`src/rtl/usb_rcu_pkg.sv`:
```
// Shared types and constants for the USB receiver control unit.
package usb_rcu_pkg;

  localparam int unsigned BYTE_W = 8;
  localparam int unsigned CNT_W  = 7;

  localparam logic [BYTE_W-1:0] SYNC_BYTE     = 8'h80;
  localparam logic [CNT_W-1:0]  MAX_PKT_BYTES = 7'd66;

  typedef enum logic [3:0] {
    IDLE,
    SYNC_WAIT,
    SYNC_CHK,
    PID_WAIT,
    PID_CHK,
    STORE,
    DATA_WAIT,
    EOP_HOLD,
    DONE,
    ERR_EOP,
    ERR_WAIT,
    ERR_IDLE
  } state_t;

  typedef struct packed {
    logic rcving;
    logic w_enable;
    logic r_error;
    logic pkt_done;
  } rcu_out_t;

  // Moore output decode; used on the next state so the output flops track the state register.
  function automatic rcu_out_t decode_out(input state_t s);
    rcu_out_t o;
    o = '0;
    unique case (s)
      SYNC_WAIT, SYNC_CHK, PID_WAIT, PID_CHK, DATA_WAIT: o.rcving = 1'b1;
      STORE: begin
        o.rcving   = 1'b1;
        o.w_enable = 1'b1;
      end
      ERR_EOP: begin
        o.rcving  = 1'b1;
        o.r_error = 1'b1;
      end
      ERR_WAIT, ERR_IDLE: o.r_error  = 1'b1;
      DONE:               o.pkt_done = 1'b1;
      default:            o = '0;
    endcase
    return o;
  endfunction

endpackage

```
`src/rtl/usb_rcu.sv`:
```
// USB receive control unit: tracks sync/PID/data/EOP framing and strobes bytes into the RX FIFO.
module usb_rcu
  import usb_rcu_pkg::*;
(
  input  logic              clk,
  input  logic              n_rst,
  input  logic              d_edge,
  input  logic              eop,
  input  logic              shift_enable,
  input  logic              byte_received,
  input  logic [BYTE_W-1:0] rcv_data,
  output logic              rcving,
  output logic              w_enable,
  output logic              r_error,
  output logic              pkt_done
);

  state_t           state;
  state_t           next_state;
  rcu_out_t         out_q;
  logic [CNT_W-1:0] byte_cnt;

  logic eop_bit_c;
  logic pid_ok_c;

  assign eop_bit_c = eop && shift_enable;
  assign pid_ok_c  = (rcv_data[7:4] == ~rcv_data[3:0]);

  // State, byte counter and output flops
  always_ff @(posedge clk or negedge n_rst) begin
    if (!n_rst) begin
      state    <= IDLE;
      byte_cnt <= '0;
      out_q    <= '0;
    end else begin
      state <= next_state;
      out_q <= decode_out(next_state);
      if (state == IDLE || state == SYNC_WAIT) begin
        byte_cnt <= '0;
      end else if (state == STORE) begin
        byte_cnt <= byte_cnt + CNT_W'(1);
      end
    end
  end

  // Next-state logic; eop_bit wins over byte_received in the waiting states
  always_comb begin
    next_state = state;
    unique case (state)
      IDLE:      if (d_edge) next_state = SYNC_WAIT;
      SYNC_WAIT: begin
        if (eop_bit_c)          next_state = ERR_WAIT;
        else if (byte_received) next_state = SYNC_CHK;
      end
      SYNC_CHK:  next_state = (rcv_data == SYNC_BYTE) ? PID_WAIT : ERR_EOP;
      PID_WAIT:  begin
        if (eop_bit_c)          next_state = ERR_WAIT;
        else if (byte_received) next_state = PID_CHK;
      end
      PID_CHK:   next_state = pid_ok_c ? STORE : ERR_EOP;
      STORE:     next_state = DATA_WAIT;
      DATA_WAIT: begin
        if (eop_bit_c) begin
          next_state = EOP_HOLD;
        end else if (byte_received) begin
          next_state = (byte_cnt < MAX_PKT_BYTES) ? STORE : ERR_EOP;
        end
      end
      EOP_HOLD:  if (d_edge) next_state = DONE;
      DONE:      next_state = IDLE;
      ERR_EOP:   if (eop_bit_c) next_state = ERR_WAIT;
      ERR_WAIT:  if (d_edge) next_state = ERR_IDLE;
      ERR_IDLE:  if (d_edge) next_state = SYNC_WAIT;
      default:   next_state = IDLE;
    endcase
  end

  assign rcving   = out_q.rcving;
  assign w_enable = out_q.w_enable;
  assign r_error  = out_q.r_error;
  assign pkt_done = out_q.pkt_done;

endmodule

```
`config.mk`:
```
export PLATFORM = sky130hd
export DESIGN_NAME = usb_rcu
export DESIGN_NICKNAME = d
export VERILOG_FILES = /design/src/rtl/usb_rcu_pkg.sv /design/src/rtl/usb_rcu.sv
export SDC_FILE = /design/constraint.sdc
export NUM_CORES = 1
export LEC_CHECK = 0
export BUFFER_PORTS_ARGS = -buffer_cell sky130_fd_sc_hd__buf_2
export CORE_MARGIN = 10
export CORE_UTILIZATION = 30
export CTS_CLUSTER_SIZE = 12
export DETAILED_ROUTE_END_ITERATION = 6
export PLACE_DENSITY = 0.58
export SETUP_SLACK_MARGIN = 0.02
export SLEW_MARGIN = 20
export SYNTH_ARGS = -nofsm -noshare
export SYNTH_HDL_FRONTEND = slang
export SYNTH_SLANG_ARGS = --single-unit
```
`constraint.sdc`:
```
create_clock -name clk -period 2.8 [get_ports clk]
set_clock_uncertainty 0.1 [all_clocks]
set_input_delay 0.14 -clock clk [delete_from_list [all_inputs] [get_ports clk]]
set_output_delay 0.14 -clock clk [all_outputs]
set_load 0.1 [all_outputs]
```
* After elaboration in Yosys (flattened, before gate mapping)
Cells that the tools add are included.
** Word-level totals
- RAM bits :: 0
- ROM bits :: 0
- Memories kept :: 0
- Latch bits :: 0
- Register bits :: 15
- Input port bits :: 14
** Cells by class
- Equality and inequality tests :: 22
- Bitwise operators :: 1
- Magnitude comparators :: 1
- Reduce and logical (&&, ||, !) cells :: 7
- Multiply operators :: 0
- Div/mod/pow operators :: 0
- $add $sub $neg :: 1
- Shifts and indexed selects :: 0
- Muxes and demuxes :: 20
** Operator list (count)
- two-way mux 4 bit :: 13
- one-hot mux 4 bit (10 select lines) :: 1
- equality test 4 x 3 -> 1 bit (second input constant) :: 7
- equality test 4 bit (second input constant) :: 7
- equality test 4 x 2 -> 1 bit (second input constant) :: 4
- two-way mux 7 bit :: 2
- equality test 4 x 1 -> 1 bit (second input constant) :: 2
- equality test 8 bit (second input constant) :: 1
- adder 7 x 1 -> 7 bit (second input constant) :: 1
- less-than comparator 7 bit (second input constant) :: 1
- OR reduction 7 bit :: 1
- equality test 4 bit :: 1
- logical NOT 4 bit :: 1
- two-way mux 1 bit :: 4
- inverter 4 bit :: 1
- OR reduction 3 bit :: 1
- nonzero test 2 bit :: 1
- OR reduction 2 bit :: 1
- logical AND 1 bit :: 1
- logical OR 1 bit :: 1

* Logic depth before layout (Yosys ltp)
- Depth in word-level cells :: 8
- Gate-level depth with buffers :: 7
- Gate-level depth less buffers :: 6

* Least setup slack after synthesis
Ideal clock, no wire load.
- Kind :: reg2reg
- From :: register byte_cnt[4]
- To :: register out_q (netlist bit rcving)
- Path buffers :: 0
- Setup slack :: 1.003 ns
- Clock period less this slack :: 1.797 ns
- Arrival time :: 1.605 ns
- Library setup time :: 0.092 ns
- Data required time :: 2.608 ns
- Cell stages (with the launch flop) :: 6
- Cells stage by stage :: dfrtp_1 > or3_1 > o311a_1 > a221oi_2 > nand3_2 > o31ai_2
** Between the ends
- Word-level cells in the longest chain between the ends :: 8
** RTL lines
- start: declaration :: line usb_rcu.sv:21 : logic [CNT_W-1:0] byte_cnt;
- start signal: assignment :: line usb_rcu.sv:41 : byte_cnt <= byte_cnt + CNT_W'(1);
- less-than comparator 7 bit (*) :: line usb_rcu.sv:66 : next_state = (byte_cnt < MAX_PKT_BYTES) ? STORE : ERR_EOP;
- two-way mux 4 bit (*) :: line usb_rcu.sv:66
- two-way mux 4 bit (*) :: line usb_rcu.sv:65 : end else if (byte_received) begin
- two-way mux 4 bit (*) :: line usb_rcu.sv:63 : if (eop_bit_c) begin
- one-hot mux 4 bit (10 select lines) (*) :: line usb_rcu.sv:49 : unique case (state)
- via next_state[3] :: line usb_rcu.sv:19 : state_t next_state;
- equality test 4 bit (tied with other cells) :: line usb_rcu_pkg.sv:36 : unique case (s)
- OR reduction 7 bit (no line) (*)
- two-way mux 1 bit (*) :: line usb_rcu_pkg.sv:36
- end signal: assignment :: line usb_rcu.sv:37 : out_q <= decode_out(next_state);
- end: declaration :: line usb_rcu.sv:20 : rcu_out_t out_q;
The timed path passes the listed nets; every way through them passes the cells marked *.
A chain may end at the register's enable or synchronous reset.

* Worst setup path in the final report
- From :: register state[2]
- To :: register out_q (netlist bit rcving)
** Between the ends
- Word-level cells in the longest chain between the ends :: 6
** RTL lines
- start: declaration :: line usb_rcu.sv:18 : state_t state;
- start signal: assignment :: line usb_rcu.sv:36 : state <= next_state;
- equality test 4 bit (tied with other cells) :: line usb_rcu.sv:49
- OR reduction 2 bit (no line) (tied with other cells)
- one-hot mux 4 bit (10 select lines) (*) :: line usb_rcu.sv:49
- equality test 4 bit (tied with other cells) :: line usb_rcu_pkg.sv:36
- OR reduction 7 bit (no line) (*)
- two-way mux 1 bit (*) :: line usb_rcu_pkg.sv:36
Every way passes the cells marked *; elsewhere a longest branch is shown, timed or not.

==> run summary <==
- completed — result of the run
- built — CTS tree
- 0 — antenna violations before repair
- 42 — count of unique library cells instantiated by Yosys
- 103 — count of mapped cells out of synthesis
- sky130_fd_sc_hd__dfrtp_1 — Post-synth top flop
- 38.2% — portion of the post-synthesis area used by sequential elements
- 846 — number of global-route vias before repair
- 9.54 sq um — average size of a mapped cell
- sky130_fd_sc_hd__dfrtp_1 — cell taking the most area after synthesis
- sky130_fd_sc_hd__buf_2 — leading cell type in the layout, fill and taps excluded
- 118 — number of nets produced by synthesis
- 2170 ps — critical path data arrival time
- 0 — # DRC
- 5960 sq um — overall die area
- 18 — violation count after the first detailed-routing iteration
- 73.9% — Tcrit/Tclk final
- 0 — ANT nets after route
- 17 — number of buffers inserted by port buffering
- register — startpoint type of the worst setup path
- sky130_fd_sc_hd__buf_2, sky130_fd_sc_hd__dfrtp_1, sky130_fd_sc_hd__nand2_1, sky130_fd_sc_hd__nor2_1 — highest-count cells in the layout ignoring fill and taps
- 2070 ps — final critical delay including setup and external delays
- 13.6 um — Avg WL per Cell
- sky130_fd_sc_hd__dfrtp_1, sky130_fd_sc_hd__xnor2_1, sky130_fd_sc_hd__xor2_1, sky130_fd_sc_hd__nand2_1, sky130_fd_sc_hd__nor2_1 — cell types with the largest area share after synthesis
- 3100 sq um — core footprint
- 749 ps — Worst-Margin Slew
- 25.8% — fraction of final layout cells with drive strength greater than 1
- 0 — max-slew violation count
- 0.791 — GPL Wtd Cong
- 31.7% — starting density of the core
- 15 — number of register bits inferred by synthesis
- 0.514 nW — Leak
- 20 — total number of placement rows
- register — Critical Path End Type
- register to register — start-to-end type of the worst setup path
- input pin to register — worst min-delay path category
- 3 — TritonCTS Buffers
- 280 ps — insertion delay of the later-clocked pin in the worst-skew pair
- 0 — EDFF count, synth
- 18 — total I/O pin count
- 5.05 — vias per cell
- 49.7% — Slew headroom
- 38.2% — post-synth top area share
- 8.00% — GRT Resource Usage Total
- 2.23 mm — total wirelength of the detailed-routed design
- 2 — Max Buffers Root-to-Sink
- 335 — total of fill cells in the finished design
- 0.206 mV — maximum vdd ir drop
- 982 sq um — combined area of all synthesized cells
- 0 — post-CTS resize count
- sky130_fd_sc_hd__clkbuf_4 — clk root buf
- 15 — number of clock sinks
- 484 MHz — highest achievable clock rate
- 100% — share of async-settable or async-resettable flops after synthesis
- 0 — global route overflow
- 829 — detailed-route via count
- 0 — Hold Vio Cnt, Final
- 90 ps — clock slew at reported path FFs
- 17 — largest net degree at the start of global routing
- 4.02 mm — first-pass GRT wire length
- 72.1 ps — final worst hold slack
- 0 — final-report setup violation count
- 794 nW/um^2 — pwr/cell area
- no — setup repair after global routing missed its margin
- 77.2 um — Die H
- 15.8% — layout overhead on the synthesized area
- 4 — TritonRoute pass-1 iters
- 0 — Antenna Diode Count
- 2900 ps — Data required, critical path
- 0 — number of max-capacitance violations reported
- 77.2 um — width of the chip
- 0 — count of synthesis-stage warnings from yosys
- 1 — number of H-tree levels
- 136 — number of nets in the layout
- 0 ps — setup tns final
- 1.72 mm — detailed placer's ending HPWL
- 15 — critical path peak fanout
-- per-layer routing --
layer  global-route usage [%]  vias to the layer above  share of wire [%]
met5                        0                        -                  0
met4                     2.37                        0               0.36
met3                     2.80                        2                4.3
met2                     14.0                       12                 52
met1                     8.85                      398                 44
li1                         -                      417                  -
-- what timing repair did --
item	4_1_cts	5_1_grt
buffers inserted	0	0
hold buffers	1	0
endpoints found under the hold margin	15	0
endpoints found under the setup margin	0	0
-- final timing paths --
path                                         start                 endpoint  slack (ps)  cells past startpoint
min in group asynchronous                    n_rst  byte_cnt[0]$_DFFE_PN0P_         180                      2
min reg2reg                byte_cnt[6]$_DFFE_PN0P_  byte_cnt[6]$_DFFE_PN0P_         460                      2
max                             state[2]$_DFF_PN0_         rcving$_DFF_PN0_         730                      6
max in group asynchronous                    n_rst        r_error$_DFF_PN0_        2170                      2
max reg2reg                     state[2]$_DFF_PN0_         rcving$_DFF_PN0_         730                      6
min                                         d_edge       pkt_done$_DFF_PN0_          70                      3
-- Yosys cell counts, types with 2 or more instances --
cell type,number
sky130_fd_sc_hd__dfrtp_1,15
sky130_fd_sc_hd__nand2_1,8
sky130_fd_sc_hd__nor2_1,8
sky130_fd_sc_hd__xnor2_1,5
sky130_fd_sc_hd__xor2_1,5
sky130_fd_sc_hd__inv_1,4
sky130_fd_sc_hd__nand4_1,4
sky130_fd_sc_hd__o21ai_0,4
sky130_fd_sc_hd__a21oi_1,3
sky130_fd_sc_hd__and3_1,3
sky130_fd_sc_hd__buf_2,3
sky130_fd_sc_hd__nor3_1,3
sky130_fd_sc_hd__nor4_1,3
sky130_fd_sc_hd__clkbuf_1,2
sky130_fd_sc_hd__mux2i_1,2
sky130_fd_sc_hd__nor2b_1,2
sky130_fd_sc_hd__o2bb2ai_1,2
sky130_fd_sc_hd__o31ai_1,2
sky130_fd_sc_hd__or3_1,2
-- kinds of logic after synthesis --
family                   count (synthesis)  share of synthesized area (%)
AO/OA/AOI/OAI                           24                           20.4
XOR/XNOR                                10                           8.92
adder cells (fa/ha/maj)                  1                           1.27
buffers and inverters                    9                           3.82
flip-flops                              15                           38.2
multiplexers                             2                           2.04
AND/OR/NAND/NOR                         42                           25.4
-- registers in the layout, summed over array words and instances (netlist names) --
register / cells
byte_cnt: 7
state: 4
pkt_done: 1
r_error: 1
rcving: 1
w_enable: 1
-- metrics by stage --
step	area (sq um)	utilization (%)	power [mW]	instances	setup WS, ps
floorplan	982	-	0.702	103	1000
global placement	1100	35.4	0.777	159	824
global route	1140	36.7	0.983	164	517
detailed placement	1100	35.4	0.782	159	757
CTS	1140	36.7	0.911	164	743
finish	1140	36.7	0.903	164	732
-- where the power goes --
| group | leakage, nW | switching, mW | internal, mW | total (mW) |
|---|---|---|---|---|
| Clock | 0.0177 | 0.0705 | 0.0530 | 0.123 |
| Sequential | 0.202 | 0.0986 | 0.255 | 0.354 |
| Combinational | 0.294 | 0.268 | 0.158 | 0.426 |
-- area by class of cell --
type	count	area [sq um]	area share, %
Timing Repair Buffer	18	95.1	8.36
Multi-Input combinational cell	79	569	50.1
Clock buffer	3	22.5	1.98
Inverter	4	15.0	1.32
Sequential cell	15	375	33.0
Tap cell	44	55.1	4.84
Clock inverter	1	5.00	0.440
-- worst max-delay path: stages (launching register included) --
cell and delay (ps):
sky130_fd_sc_hd__dfrtp_1 560, sky130_fd_sc_hd__nor2b_1 240, sky130_fd_sc_hd__nand2_1 150, sky130_fd_sc_hd__o2bb2ai_1 90
sky130_fd_sc_hd__a2111oi_2 590, sky130_fd_sc_hd__mux2i_1 170, sky130_fd_sc_hd__o31ai_2 90
No activity file was read; power rests on OpenSTA's default activity.
